### src/rtl/seg_display_scan.sv
// Six-digit multiplexed common-anode 7-segment scanner with per-frame snapshot and blanking.
// Optional COLON_BLINK_EN lights dp on the m1/h1 slots when the seconds count is even.
module seg_display_scan #(
    parameter int unsigned SCAN_DIV  = 100_000,
    parameter int unsigned BLANK_CYC = 1_000
) (
    input  logic       i_clk,
    input  logic       i_rst_n,
    input  logic       i_en,
    input  logic       i_blank_lz,
    input  logic [3:0] i_s1,
    input  logic [3:0] i_s2,
    input  logic [3:0] i_m1,
    input  logic [3:0] i_m2,
    input  logic [3:0] i_h1,
    input  logic [3:0] i_h2,
    output logic [5:0] o_an,
    output logic [6:0] o_seg,
    output logic       o_dp
);

    localparam int unsigned CNT_W = (SCAN_DIV > 1) ? $clog2(SCAN_DIV) : 1;
    localparam logic [CNT_W-1:0] CNT_LAST  = CNT_W'(SCAN_DIV - 1);
    localparam logic [CNT_W-1:0] CNT_BLANK = CNT_W'(BLANK_CYC);

    logic [CNT_W-1:0] r_cnt;
    logic [CNT_W-1:0] w_cnt_nxt;
    logic [2:0]       r_idx;
    logic [2:0]       w_idx_nxt;
    logic [5:0][3:0]  r_snap;
    logic [5:0]       r_an;
    logic [6:0]       r_seg;
    logic             w_tick;
    logic             w_wrap;
    logic             w_active;
    logic             w_lz_hide;
    logic [3:0]       w_digit;
    logic [5:0]       w_an;
    logic [6:0]       w_seg;

    always_comb begin
        w_tick    = i_en && (r_cnt == CNT_LAST);
        w_wrap    = w_tick && (r_idx == 3'd5);
        w_cnt_nxt = r_cnt;
        w_idx_nxt = r_idx;
        if (i_en) begin
            w_cnt_nxt = w_tick ? '0 : r_cnt + 1'b1;
        end
        if (w_tick) begin
            w_idx_nxt = (r_idx == 3'd5) ? 3'd0 : r_idx + 3'd1;
        end
    end

    always_comb begin
        w_digit = r_snap[0];
        unique case (r_idx)
            3'd0:    w_digit = r_snap[0];
            3'd1:    w_digit = r_snap[1];
            3'd2:    w_digit = r_snap[2];
            3'd3:    w_digit = r_snap[3];
            3'd4:    w_digit = r_snap[4];
            3'd5:    w_digit = r_snap[5];
            default: w_digit = r_snap[0];
        endcase
    end

    always_comb begin
        w_seg = 7'h3F;
        case (w_digit)
            4'd0:    w_seg = 7'h40;
            4'd1:    w_seg = 7'h79;
            4'd2:    w_seg = 7'h24;
            4'd3:    w_seg = 7'h30;
            4'd4:    w_seg = 7'h19;
            4'd5:    w_seg = 7'h12;
            4'd6:    w_seg = 7'h02;
            4'd7:    w_seg = 7'h78;
            4'd8:    w_seg = 7'h00;
            4'd9:    w_seg = 7'h10;
            default: w_seg = 7'h3F;  // non-BCD shows a dash
        endcase
        if (!i_en) begin
            w_seg = 7'h7F;
        end
    end

    always_comb begin
        w_active  = (r_cnt >= CNT_BLANK);
        w_lz_hide = i_blank_lz && (r_idx == 3'd5) && (r_snap[5] == 4'd0);
        w_an      = 6'h3F;
        if (i_en && w_active && !w_lz_hide) begin
            w_an = ~(6'b000001 << r_idx);
        end
    end

    always_ff @(posedge i_clk or negedge i_rst_n) begin
        if (!i_rst_n) begin
            r_cnt  <= '0;
            r_idx  <= 3'd0;
            r_snap <= '0;
            r_an   <= 6'h3F;
            r_seg  <= 7'h7F;
        end else begin
            r_cnt <= w_cnt_nxt;
            r_idx <= w_idx_nxt;
            r_an  <= w_an;
            r_seg <= w_seg;
            // Whole-frame snapshot keeps a mid-frame carry from tearing the display
            if (w_wrap) begin
                r_snap <= {i_h2, i_h1, i_m2, i_m1, i_s2, i_s1};
            end
        end
    end

    assign o_an  = r_an;
    assign o_seg = r_seg;

`ifdef COLON_BLINK_EN
    logic r_dp;
    logic w_dp;

    always_comb begin
        w_dp = 1'b1;
        if (i_en && w_active && ((r_idx == 3'd2) || (r_idx == 3'd4)) && !r_snap[0][0]) begin
            w_dp = 1'b0;
        end
    end

    always_ff @(posedge i_clk or negedge i_rst_n) begin
        if (!i_rst_n) begin
            r_dp <= 1'b1;
        end else begin
            r_dp <= w_dp;
        end
    end

    assign o_dp = r_dp;
`else
    assign o_dp = 1'b1;
`endif

endmodule

### config.mk
export PLATFORM = sky130hd
export DESIGN_NAME = seg_display_scan
export DESIGN_NICKNAME = d
export VERILOG_FILES = /design/src/rtl/seg_display_scan.sv
export SDC_FILE = /design/constraint.sdc
export NUM_CORES = 1
export LEC_CHECK = 0
export BUFFER_PORTS_ARGS = -buffer_cell sky130_fd_sc_hd__buf_2
export CAP_MARGIN = 5
export CORE_MARGIN = 4
export CORE_UTILIZATION = 50
export CTS_BUF_LIST = sky130_fd_sc_hd__clkbuf_16
export DETAILED_ROUTE_END_ITERATION = 10
export HOLD_SLACK_MARGIN = 0.05
export PLACE_DENSITY = 0.74
export REMOVE_ABC_BUFFERS = 1
export SETUP_SLACK_MARGIN = 0.15
export SLEW_MARGIN = 20
export SYNTH_ARGS = -nofsm -noshare
export SYNTH_HDL_FRONTEND = slang
export SYNTH_SLANG_ARGS = --single-unit
### constraint.sdc
create_clock -name i_clk -period 2.7 [get_ports i_clk]
set_clock_uncertainty 0.15 [all_clocks]
set_input_delay 0.135 -clock i_clk [delete_from_list [all_inputs] [get_ports i_clk]]
set_output_delay 0.135 -clock i_clk [all_outputs]
set_load 0.02 [all_outputs]
## Word level (Yosys, flattened, before mapping)

Memories as Yosys holds them, arrays and structs flattened.
Index checks and enable logic that the tools add are counted.

| operators by class | value |
|---|---|
| equality and inequality tests | 6 |
| shift-type cells | 1 |
| mux-type cells | 5 |
| order comparisons | 1 |
| add/sub/neg operators | 2 |
| bitwise operators | 1 |
| reduce and logical (&&, ||, !) cells | 8 |

Operators by type and width:

| kind | count |
|---|---|
| 4-bit case mux with 5 select lines | 1 |
| 17-bit by 1-bit adder with 17-bit output, second input constant | 1 |
| 17-bit == test, second input constant | 1 |
| 17-bit by 10-bit greater-or-equal comparator with 1-bit output, second input constant | 1 |
| 17-bit 2-to-1 mux | 1 |
| 7-bit 2-to-1 mux | 1 |
| 3-bit by 2-bit == test with 1-bit output, second input constant | 2 |
| 3-bit == test, second input constant | 2 |
| 1-bit logical AND | 6 |
| 6-bit 2-to-1 mux | 1 |
| 6-bit inverter | 1 |
| 1-bit by 3-bit left shift with 6-bit output, first input constant | 1 |
| 4-bit zero test | 1 |
| 3-bit by 1-bit adder with 3-bit output, second input constant | 1 |
| 3-bit by 1-bit == test with 1-bit output, second input constant | 1 |
| 3-bit 2-to-1 mux | 1 |
| 1-bit zero test | 1 |

| word-level totals | value |
|---|---|
| bits in read-only memories | 112 |
| output and inout port bits | 14 |
| register bits after elaboration | 57 |
| input port bits | 28 |
| memories | 1 |

Memories:

| memory | words | width | read ports | clocked after Yosys merged registers in | wr ports | line | source |
|---|---|---|---|---|---|---|---|
| (name not given) | 16 | 7 | 1 | 0 | 0 | 69 | `case (w_digit)` |

## Depth between registers and ports, before layout

Gate-level depths: netlist of the first run.

| logic depth | value |
|---|---|
| depth in word-level cells | 6 |
| gate-level depth with buffers | 13 |

## Worst setup path before layout of the first run

OpenSTA, ideal clock, no wires.

| timing | value |
|---|---|
| path type | register to register |
| from | register r_idx[1] |
| to | register r_seg[3], in the netlist o_seg[3] |
| data required time | 2.469 ns |
| arrival time | 2.523 ns |
| buffers on the path | 2 |
| library setup time | 0.081 ns |
| period minus slack after synthesis | 2.754 ns |
| cell stages (with the launch flop) | 13 |
| setup slack | -0.054 ns |
| cells stage by stage | dfrtp_1 clkbuf_1 and2_1 ha_1 buf_2 nor2_1 a211o_1 a311o_1 and2_2 inv_1 ha_1 a21o_1 o211ai_1 |

| on the way | value |
|---|---|
| word-level cells in the longest chain between the ends | 4 |
| elaborated cells between the ends (all ways) | 8 |

Ends and longest elaborated chain:

| item | line | source |
|---|---|---|
| from (decl) | 28 | `logic [2:0] r_idx;` |
| from (signal assigned) | 105 | `r_idx <= w_idx_nxt;` |
| 3-bit == test (tied with other cells) | 56 | `unique case (r_idx)` |
| 4-bit case mux with 5 select lines (*) | 56 |  |
| memory read 16 x 7 bit (*) | -- |  |
| 7-bit 2-to-1 mux (*) | 82 | `if (!i_en) begin` |
| named net w_seg[3] | 39 | `logic [6:0] w_seg;` |
| to (signal assigned) | 107 | `r_seg <= w_seg;` |
| to (decl) | 32 | `logic [6:0] r_seg;` |

The timed path passes the listed nets; every way through them passes the cells marked *.
A chain may end at the register's enable or synchronous reset.

## Worst setup path after layout of the first run

Same ends and word-level chain as after synthesis.

==> impl_metrics.tcl, run 1 <==
set metrics [dict create \
    synth_edf_count 0 \
    p_seq_frac 0.440 \
    grt_max_degree 58 \
    postSynthAreaPerCell_sq_um 11.43 \
    synth_cells 253 \
    cts_sinks 57 \
    synth_ff_type "dfrtp_1" \
    grt_overflow 0 \
    layout_min_cycle_time_ns 2.470 \
    detail_route.wl_per_cell_um 14.62 \
    die_y_um 84.06 \
    pwr-share-comb 0.081 \
    hp-class "in2reg" \
    grt_usage 0.1858 \
    synth_warnings 0 \
    max_clock_freq_mhz 404.9 \
    max_slew.worst_pin.slew_ns 0.7029 \
    crit_path_end_kind "flip-flop" \
    synth.distinct_cells 60 \
    syn_area_sq_um 2893 \
    grt_antenna_before_repair 0 \
    drive_gt1_frac 0.3233 \
    finalCritPeriodShare 0.9148 \
    power-per-cell-area_nw_per_um2 585.9 \
    rsz0062_at_grt "false" \
    ys_seq_area_frac 0.4987 \
    relSlewSlack 0.5314 \
    p_clk_frac 0.479 \
    rows 27 \
    clockBufferDepth 2 \
    dieArea_sq_um 7066 \
    worstPathRequired_ns 2.79 \
    gp_congestion 0.8636 \
    numCtsBuffers 9 \
    final_nets 360 \
    core_area_sq_um 5574 \
    portBuffers 40 \
    hold_viol_final 0 \
    first_global_vias 2206 \
    peakVddDrop_mv 0.4779 \
    ios 42 \
    fin_tns_setup_ns 0 \
    yosysTopAreaCell "dfrtp_1" \
    ctsRootBufferMaster "clkbuf_16" \
    hold_slack_ns 0.06222 \
    drv_slew 0 \
    grt_pass1_wl_mm 10.56 \
    clk_latency_ns 0.32 \
    switching_share 0.2233 \
    dieWidth_um 84.06 \
    leakage_uw 0.001752 \
    crit_fanout 16 \
    n_antenna_cell 0 \
    ys_ff_latch 57 \
    async_flop_share 1.000 \
    critPathArrivalTime_ns 2.56 \
    yosysTopAreaCellShare 0.3806 \
    p_sw_uw 486.7 \
    cap_viol_max_count 0 \
    viasPerCell 5.370 \
    path_clk_slew_ns 0.05 \
    dp.final_hpwl_mm 3.932 \
    vias 2164 \
    drt-total-wl_mm 5.890 \
    final_cell_mix "dfrtp_1 (44), buf_2 (40), dlygate4sd3_1 (25)" \
    start_kind "flip-flop" \
    ant_nets 0 \
    worstSetupPathType "reg2reg" \
    drc_errors 0 \
    syn_to_final_growth_pct 28.59 \
    drtIter0Drc 101 \
    setup_viol_count_final 0 \
    ctsHtreeMaxLevel 3 \
    final_util 0.6673 \
    p_int_uw 1693 \
    final_common_cell "dfrtp_1" \
    cts_tree "done" \
    dr.pass1.iters 4 \
    initial_utilization 0.5190 \
    synth.area.top_cells "dfrtp_1 (38%), dfstp_2 (12%), mux2_2 (5.4%), mux2_1 (5.1%), ha_1 (2.6%)" \
    outcome "finished clean" \
]
## routing by layer
| layer | share of wire | track usage |
|---|---|---|
| met5 | 0 | 0 |
| met3 | 0.032 | 0.04245 |
| met1 | 0.47 | 0.2500 |
| met2 | 0.48 | 0.2891 |
| met4 | 0.015 | 0.07602 |
## what timing repair did
action / CTS / global route
endpoints found under the hold margin: 68 / 0
hold buffers: 25 / 0
resized for setup: 2 / 0
pin swaps: 0 / 1
setup buffers: 0 / 2
endpoints found under the setup margin: 2 / 1
## critical path, cell delays in order (launching register included)
cell and delay (ns):
dfrtp_1 0.37, buf_4 0.19, or3_4 0.39, a21o_4 0.26, or2_4 0.26, and2_2 0.20
inv_1 0.08, ha_1 0.25, a21o_1 0.17, o211ai_1 0.07
## synth_stat cells (all sizes together), types with 2 or more instances
cell type,number
o32ai,2
clkbuf,2
and3,4
a21o,4
and2,3
mux2,28
or3,4
or2,4
nand2,20
o21ai,15
nor4,3
dfstp,13
inv,8
nand3,11
a21oi,5
nor3,5
nor2b,2
a32oi,2
mux2i,3
nor2,14
dfrtp,44
ha,6
xor2,5
nand4,6
a211oi,2
o32a,2
buf,10
o211ai,3
xnor2,7
## state kept, by name, indices dropped and copies added (netlist names)
register / flops
o_an: 6
o_seg: 7
r_cnt: 17
r_idx: 3
r_snap: 24
## per-stage QoR
| stage | power (uW) | cell area (sq um) | std cells | setup slack [ns] |
|---|---|---|---|---|
| after floorplan | 1054 | 2820 | 241 | -0.08913 |
| after global placement | 1114 | 3163 | 360 | 0.1849 |
| after detailed placement | 1122 | 3163 | 360 | 0.08627 |
| after CTS | 2207 | 3705 | 401 | 0.2140 |
| after global routing | 2283 | 3720 | 403 | 0.1678 |
| final | 2180 | 3720 | 403 | 0.2300 |
## worst paths after layout
path | slack, ns | depth (start not counted) | startpoint | to
worst max-delay path | 0.23 | 9 | r_idx[1] | o_seg[3]
worst max register to register | 0.23 | 9 | r_idx[1] | o_seg[3]
worst min-delay path | 0.06 | 3 | i_en | o_seg[4]
worst min register to register | 0.34 | 1 | r_cnt[4] | r_cnt[4]
max in group asynchronous | 1.59 | 3 | i_rst_n | r_snap[17]
min in group asynchronous | 0.34 | 3 | i_rst_n | r_snap[7]
## cell type report
type                    instances  area [sq um]
inverters                       8         32.53
repair buffers                 74         518.0
flip-flops and latches         57          1443
well taps                      72         90.09
fillers                       433          1854
clock buffers                   9         225.2
multi-input cells             176          1358
clock inverters                 7         53.80
## cell families after synthesis
family | count (synthesis) | share of synthesized area
AND/OR/NAND/NOR | 82 | 0.1514
flip-flops | 57 | 0.4987
AO/OA/AOI/OAI | 44 | 0.1293
multiplexers | 31 | 0.1207
buffers and inverters | 20 | 0.03634
XOR/XNOR | 12 | 0.03633
adder cells (fa/ha/maj) | 6 | 0.02595
other | 1 | 0.001296
## power by group through the flow
stage | sequential (uW) | clock (uW) | combinational, uW
after floorplan | 967 | 0 | 86.9
after global placement | 968 | 0 | 145
after CTS | 958 | 1070 | 179
final | 959 | 1040 | 177
after detailed placement | 970 | 0 | 152
after global routing | 968 | 1110 | 204
Power figures use the tool's default switching activity.
==> run 2, diff against run 1 <==
--- a/config.mk
+++ b/config.mk
@@ -13,7 +13,6 @@
 export DETAILED_ROUTE_END_ITERATION = 10
 export HOLD_SLACK_MARGIN = 0.05
 export PLACE_DENSITY = 0.74
-export REMOVE_ABC_BUFFERS = 1
 export SETUP_SLACK_MARGIN = 0.15
 export SLEW_MARGIN = 20
 export SYNTH_ARGS = -nofsm -noshare
==> run 2 against run 1 <==
Count of clock-buffer cells in the layout did not move. Sequential power about the same. Highest routed layer unchanged. Register-to-register slack improved by 0.03 ns. Hold slack gained 0.010 ns. Sequential share of layout area shrank 0.58 points. Critical path depth did not move. Combinational power about the same. Global-route usage decreased by 0.40 points. Routed wire length rose by 5.3%. Core utilization is 1.1 points higher. Die area unchanged. Non-clock buffer count rose by 3.
==> impl_metrics.tcl, run 2 (synthesized netlist as in run 1, its figures left out) <==
set metrics [dict create \
    outcome "finished clean" \
    die_y_um 84.06 \
    cts_tree "done" \
    dieArea_sq_um 7066 \
    p_int_uw 1797 \
    drt-total-wl_mm 6.201 \
    drv_slew 0 \
    grt_overflow 0 \
    initial_utilization 0.5190 \
    power-per-cell-area_nw_per_um2 609.2 \
    stdcell_area_sq_um 3780 \
    portBuffers 40 \
    ant_nets 0 \
    top_register "r_snap" \
    finalCritPeriodShare 0.9032 \
    ctsRootBufferMaster "clkbuf_16" \
    syn_to_final_growth_pct 30.67 \
    rrSetupSlack_ns 0.26 \
    final_cell_mix "dfrtp_1 (43), buf_2 (40), dlygate4sd3_1 (26)" \
    drtIter0Drc 117 \
    clockBufferDepth 2 \
    p_sw_uw 506.3 \
    ctsHtreeMaxLevel 3 \
    largest_reg_flops 24 \
    crit_fanout 9 \
    grt_usage 0.1818 \
    grt_pass1_wl_mm 10.23 \
    dieWidth_um 84.06 \
    cts_sinks 57 \
    hold_slack_ns 0.07247 \
    grt_max_degree 31 \
    fillers 419 \
    max_clock_freq_mhz 410.1 \
    rows 27 \
    start_kind "flip-flop" \
    worstPathRequired_ns 2.79 \
    fin_tns_setup_ns 0 \
    final_common_cell "dfrtp_1" \
    vias 2212 \
    layout_min_cycle_time_ns 2.439 \
    dr.pass1.iters 4 \
    crit_path_end_kind "flip-flop" \
    final_nets 363 \
    path_clk_slew_ns 0.05 \
    detail_route.wl_per_cell_um 15.27 \
    peakVddDrop_mv 0.4191 \
    hp-class "in2async" \
    first_global_vias 2193 \
    pwr-share-comb 0.077 \
    reg2reg_depth 9 \
    reg2reg_to "o_seg[3]" \
    place_ws_ns 0.1297 \
    synth_nets 287 \
    leakage_uw 0.001770 \
    grt_antenna_before_repair 0 \
    p_seq_frac 0.416 \
    p_clk_frac 0.507 \
    core_area_sq_um 5574 \
    critPathArrivalTime_ns 2.53 \
    drc_errors 0 \
    setup_viol_count_final 0 \
    clk_latency_ns 0.32 \
    gp_congestion 0.8866 \
    dpl_cell_area_sq_um 3171 \
    relSlewSlack 0.6132 \
    cap_viol_max_count 0 \
    switching_share 0.2199 \
    setup_slack_ns 0.2613 \
    n_antenna_cell 0 \
    max_slew.worst_pin.slew_ns 0.5767 \
    worstSetupPathType "reg2reg" \
    drive_gt1_frac 0.3443 \
    rsz0062_at_grt "false" \
    viasPerCell 5.448 \
    numCtsBuffers 9 \
    hold_viol_final 0 \
    r2r_start "r_idx[2]" \
    ios 42 \
    dp.final_hpwl_mm 4.270 \
]
run 2: cell types whose count changed in the layout (fill, tap and decap cells not counted):
cell / previous run / this run
inv_1: 9 / 6
buf_4: 9 / 11
and2_1: 2 / 1
and2_4: 0 / 1
bufinv_16: 1 / 2
clkinv_1: 3 / 2
clkinv_2: 1 / 2
clkinvlp_4: 0 / 1
dfrtp_1: 44 / 43
dfrtp_2: 0 / 1
dlygate4sd3_1: 25 / 26
inv_2: 0 / 1
run 2: power groups by stage:
stage	sequential, uW	clock, uW	combinational, uW
6_report	958	1170	177
5_1_grt	966	1220	202
4_1_cts	959	1180	180
3_5_place_dp	970	0	152
3_3_place_gp	970	0	143
2_1_floorplan	961	0	97.9
run 2: critical path: stages (launching register included):
cell and delay, ns:
dfrtp_1 0.38, buf_4 0.16, or3_4 0.40, a21o_4 0.26
or2_4 0.26, and2_2 0.20, inv_1 0.08, ha_1 0.24
a21o_1 0.16, o211ai_1 0.07
run 2: layer usage:
metal | routed length, um | vias up | share of wire | track usage
li1 | - | 1057 | - | -
met1 | 2846 | 1086 | 0.46 | 0.2429
met2 | 2994 | 61 | 0.48 | 0.2841
met3 | 311 | 8 | 0.050 | 0.04442
met4 | 48 | 0 | 0.0077 | 0.07018
met5 | 0 | - | 0 | 0
run 2: how the worst max path moves through the flow:
stage	from	end	cells past startpoint
global placement	r_idx[0]	o_seg[3]	10
global route	r_idx[0]	o_seg[3]	10
floorplan	r_idx[0]	o_seg[3]	13
finish	r_idx[2]	o_seg[3]	9
detailed placement	r_idx[0]	o_seg[3]	10
CTS	r_idx[0]	o_seg[3]	10
run 2: cell type report:
type	instances	area, sq um	share of cell area
multi-input cells	176	1360	0.3598
well taps	72	90.09	0.02383
clock buffers	9	225.2	0.05958
clock inverters	7	85.08	0.02251
repair buffers	77	543.0	0.1437
inverters	8	32.53	0.008606
flip-flops and latches	57	1444	0.3820
run 2: repair_timing:
| action | in CTS | in global routing |
|---|---|---|
| gates cloned | 0 | 0 |
| setup endpoints to repair | 1 | 5 |
| gates resized for setup | 1 | 4 |
| hold buffers | 26 | 0 |
| setup buffers | 0 | 3 |
| pin swaps | 0 | 1 |
| endpoints found under the hold margin | 75 | 0 |
run 2: metrics by stage:
stage	power [uW]	cells	utilization
2_1_floorplan	1059	253	-
3_3_place_gp	1114	361	0.5688
3_5_place_dp	1122	361	0.5688
4_1_cts	2319	403	0.6714
5_1_grt	2393	406	0.6781
6_report	2303	406	0.6781
==> run 3, diff against run 2 <==
--- a/config.mk
+++ b/config.mk
@@ -8,11 +8,11 @@
 export BUFFER_PORTS_ARGS = -buffer_cell sky130_fd_sc_hd__buf_2
 export CAP_MARGIN = 5
 export CORE_MARGIN = 4
-export CORE_UTILIZATION = 50
+export CORE_UTILIZATION = 42
 export CTS_BUF_LIST = sky130_fd_sc_hd__clkbuf_16
 export DETAILED_ROUTE_END_ITERATION = 10
 export HOLD_SLACK_MARGIN = 0.05
-export PLACE_DENSITY = 0.74
+export PLACE_DENSITY_LB_ADDON = 0.2
 export SETUP_SLACK_MARGIN = 0.15
 export SLEW_MARGIN = 20
 export SYNTH_ARGS = -nofsm -noshare
==> run 3 against run 2 <==
Sequential power barely moved. Critical endpoint unchanged. Clock power fell by 9%. Hold slack better by 0.098 ns. Routed wire length fell by 0.23%. Sequential share of layout area up 0.22 points. Cell count increased by 0.99%. Highest routed layer unchanged. Register-to-register slack about the same. Combinational power about the same. Count of clock-buffer cells in the layout unchanged. Largest cell class unchanged. Via count is 1.5% lower. Non-clock buffer count down 1.
==> impl_metrics.tcl, run 3 (synthesized netlist as in run 1, its figures left out) <==
set metrics [dict create \
    outcome "finished clean" \
    initial_utilization 0.4429 \
    dp.final_hpwl_mm 4.200 \
    ant_nets 0 \
    start_kind "flip-flop" \
    post_cts_buffers 0 \
    drt-total-wl_mm 6.187 \
    placed_cells 367 \
    first_global_vias 2207 \
    top_register "r_snap" \
    crit_path_end_kind "flip-flop" \
    ios 42 \
    worstPathRequired_ns 2.79 \
    drv_slew 0 \
    largest_reg_flops 24 \
    ctsRootBufferMaster "clkbuf_16" \
    cp.buffers_inverters 2 \
    numCtsBuffers 9 \
    syn_to_final_growth_pct 29.80 \
    cts_sinks 57 \
    setup_slack_ns 0.2746 \
    worstPathCellList "buf_4, or3_4, a21o_4, or2_4, and2_2, inv_1, ha_1, a21o_1, o211ai_1" \
    vias 2179 \
    final_nets 362 \
    finalCritPeriodShare 0.8983 \
    max_stage_delay_ns 0.40 \
    layout_min_cycle_time_ns 2.425 \
    core_area_sq_um 6531 \
    worstSetupPathType "reg2reg" \
    hold_viol_final 0 \
    crit_cells 9 \
    critPathSlowestCell "or3_4" \
    setup_viol_count_final 0 \
    dr.pass1.iters 4 \
    fin_tns_setup_ns 0 \
    fillers 567 \
    clk_latency_ns 0.32 \
    p_total_uw 2212 \
    r2r_start "r_idx[2]" \
    drive_gt1_frac 0.3303 \
    n_antenna_cell 0 \
    grt_max_degree 32 \
    grt_pass1_wl_mm 10.52 \
    crit_fanout 9 \
    final_cell_mix "dfrtp_1 (44), buf_2 (40), dlygate4sd3_1 (27)" \
    relSlewSlack 0.6176 \
    max_slew.worst_pin.slew_ns 0.5715 \
    cap_viol_max_count 0 \
    portBuffers 40 \
    crit_family "simple AND/OR/NAND/NOR gates" \
    finalNonFillerCells 410 \
    final_common_cell "dfrtp_1" \
    whs_endpoint "o_an[3]" \
    grt_overflow 0 \
    ctsHtreeMaxLevel 3 \
    path_clk_slew_ns 0.05 \
    viasPerCell 5.315 \
    power-per-cell-area_nw_per_um2 589.0 \
    gp_congestion 0.8108 \
    max_clock_freq_mhz 412.3 \
    dieWidth_um 90.99 \
    drtIter0Drc 65 \
    detail_route.wl_per_cell_um 15.09 \
    die_y_um 90.99 \
    hp-start "i_blank_lz" \
    hold_depth 4 \
    drc_errors 0 \
    rrSetupSlack_ns 0.27 \
    leakage_uw 0.001756 \
    reg2reg_to "o_seg[3]" \
    rows 29 \
    place_ws_ns 0.2197 \
    grt_antenna_before_repair 0 \
    hp-class "in2reg" \
    clockBufferDepth 2 \
    cts_tree "done" \
    synth_nets 287 \
    dieArea_sq_um 8279 \
    reg2reg_depth 9 \
    peakVddDrop_mv 0.2868 \
    grt_usage 0.1597 \
    critPathArrivalTime_ns 2.51 \
    rsz0062_at_grt "false" \
]
-- run 3: cell type report --
| class | count | area, sq um | share of cell area |
|---|---|---|---|
| Inverter | 8 | 32.53 | 0.008664 |
| Sequential cell | 57 | 1443 | 0.3842 |
| Tap cell | 77 | 96.34 | 0.02566 |
| Multi-Input combinational cell | 176 | 1358 | 0.3615 |
| Clock inverter | 7 | 62.56 | 0.01666 |
| Clock buffer | 9 | 225.2 | 0.05998 |
| Timing Repair Buffer | 76 | 538.0 | 0.1433 |
-- run 3: tightest hold or removal path, delay by kind of cell --
kind	cells	cell delay [ns]
simple gates	3	0.40
buf+inv	1	0.10
-- run 3: power by group --
group	leakage (uW)	switching [uW]	total (uW)	internal, uW
clock network	0.000140	372	1070	702
registers	0.000736	54.0	961	907
logic	0.000879	82.9	177	93.7
-- run 3: stage by stage --
step           utilization  instance area (sq um)  hold WS (ns)
2_1_floorplan            -                   2915       -0.3106
3_3_place_gp        0.4875                   3184       -0.1589
3_5_place_dp        0.4875                   3184       -0.1602
4_1_cts             0.5730                   3742        0.1520
5_1_grt             0.5749                   3755        0.2190
6_report            0.5749                   3755        0.1701
-- run 3: what timing repair did --
action                                 4_1_cts  5_1_grt
gates resized for setup                      0        2
hold buffers                                27        0
endpoints found under the hold margin       81        0
setup endpoints to repair                    0        2
-- run 3: worst max-delay path by stage --
stage / to / start
final: o_seg[3] / r_idx[2]
after global routing: o_seg[3] / r_idx[2]
after CTS: o_seg[3] / r_idx[2]
after detailed placement: o_seg[3] / r_idx[2]
after global placement: o_seg[3] / r_idx[2]
after floorplan: o_seg[3] / r_idx[0]
-- run 3: per-layer routing --
metal,vias to the layer above,global-route usage,part of all wire
met5,-,0,0
met4,0,0.06784,0.0082
met3,4,0.03223,0.057
met2,51,0.2624,0.49
met1,1066,0.2057,0.45
li1,1058,-,-
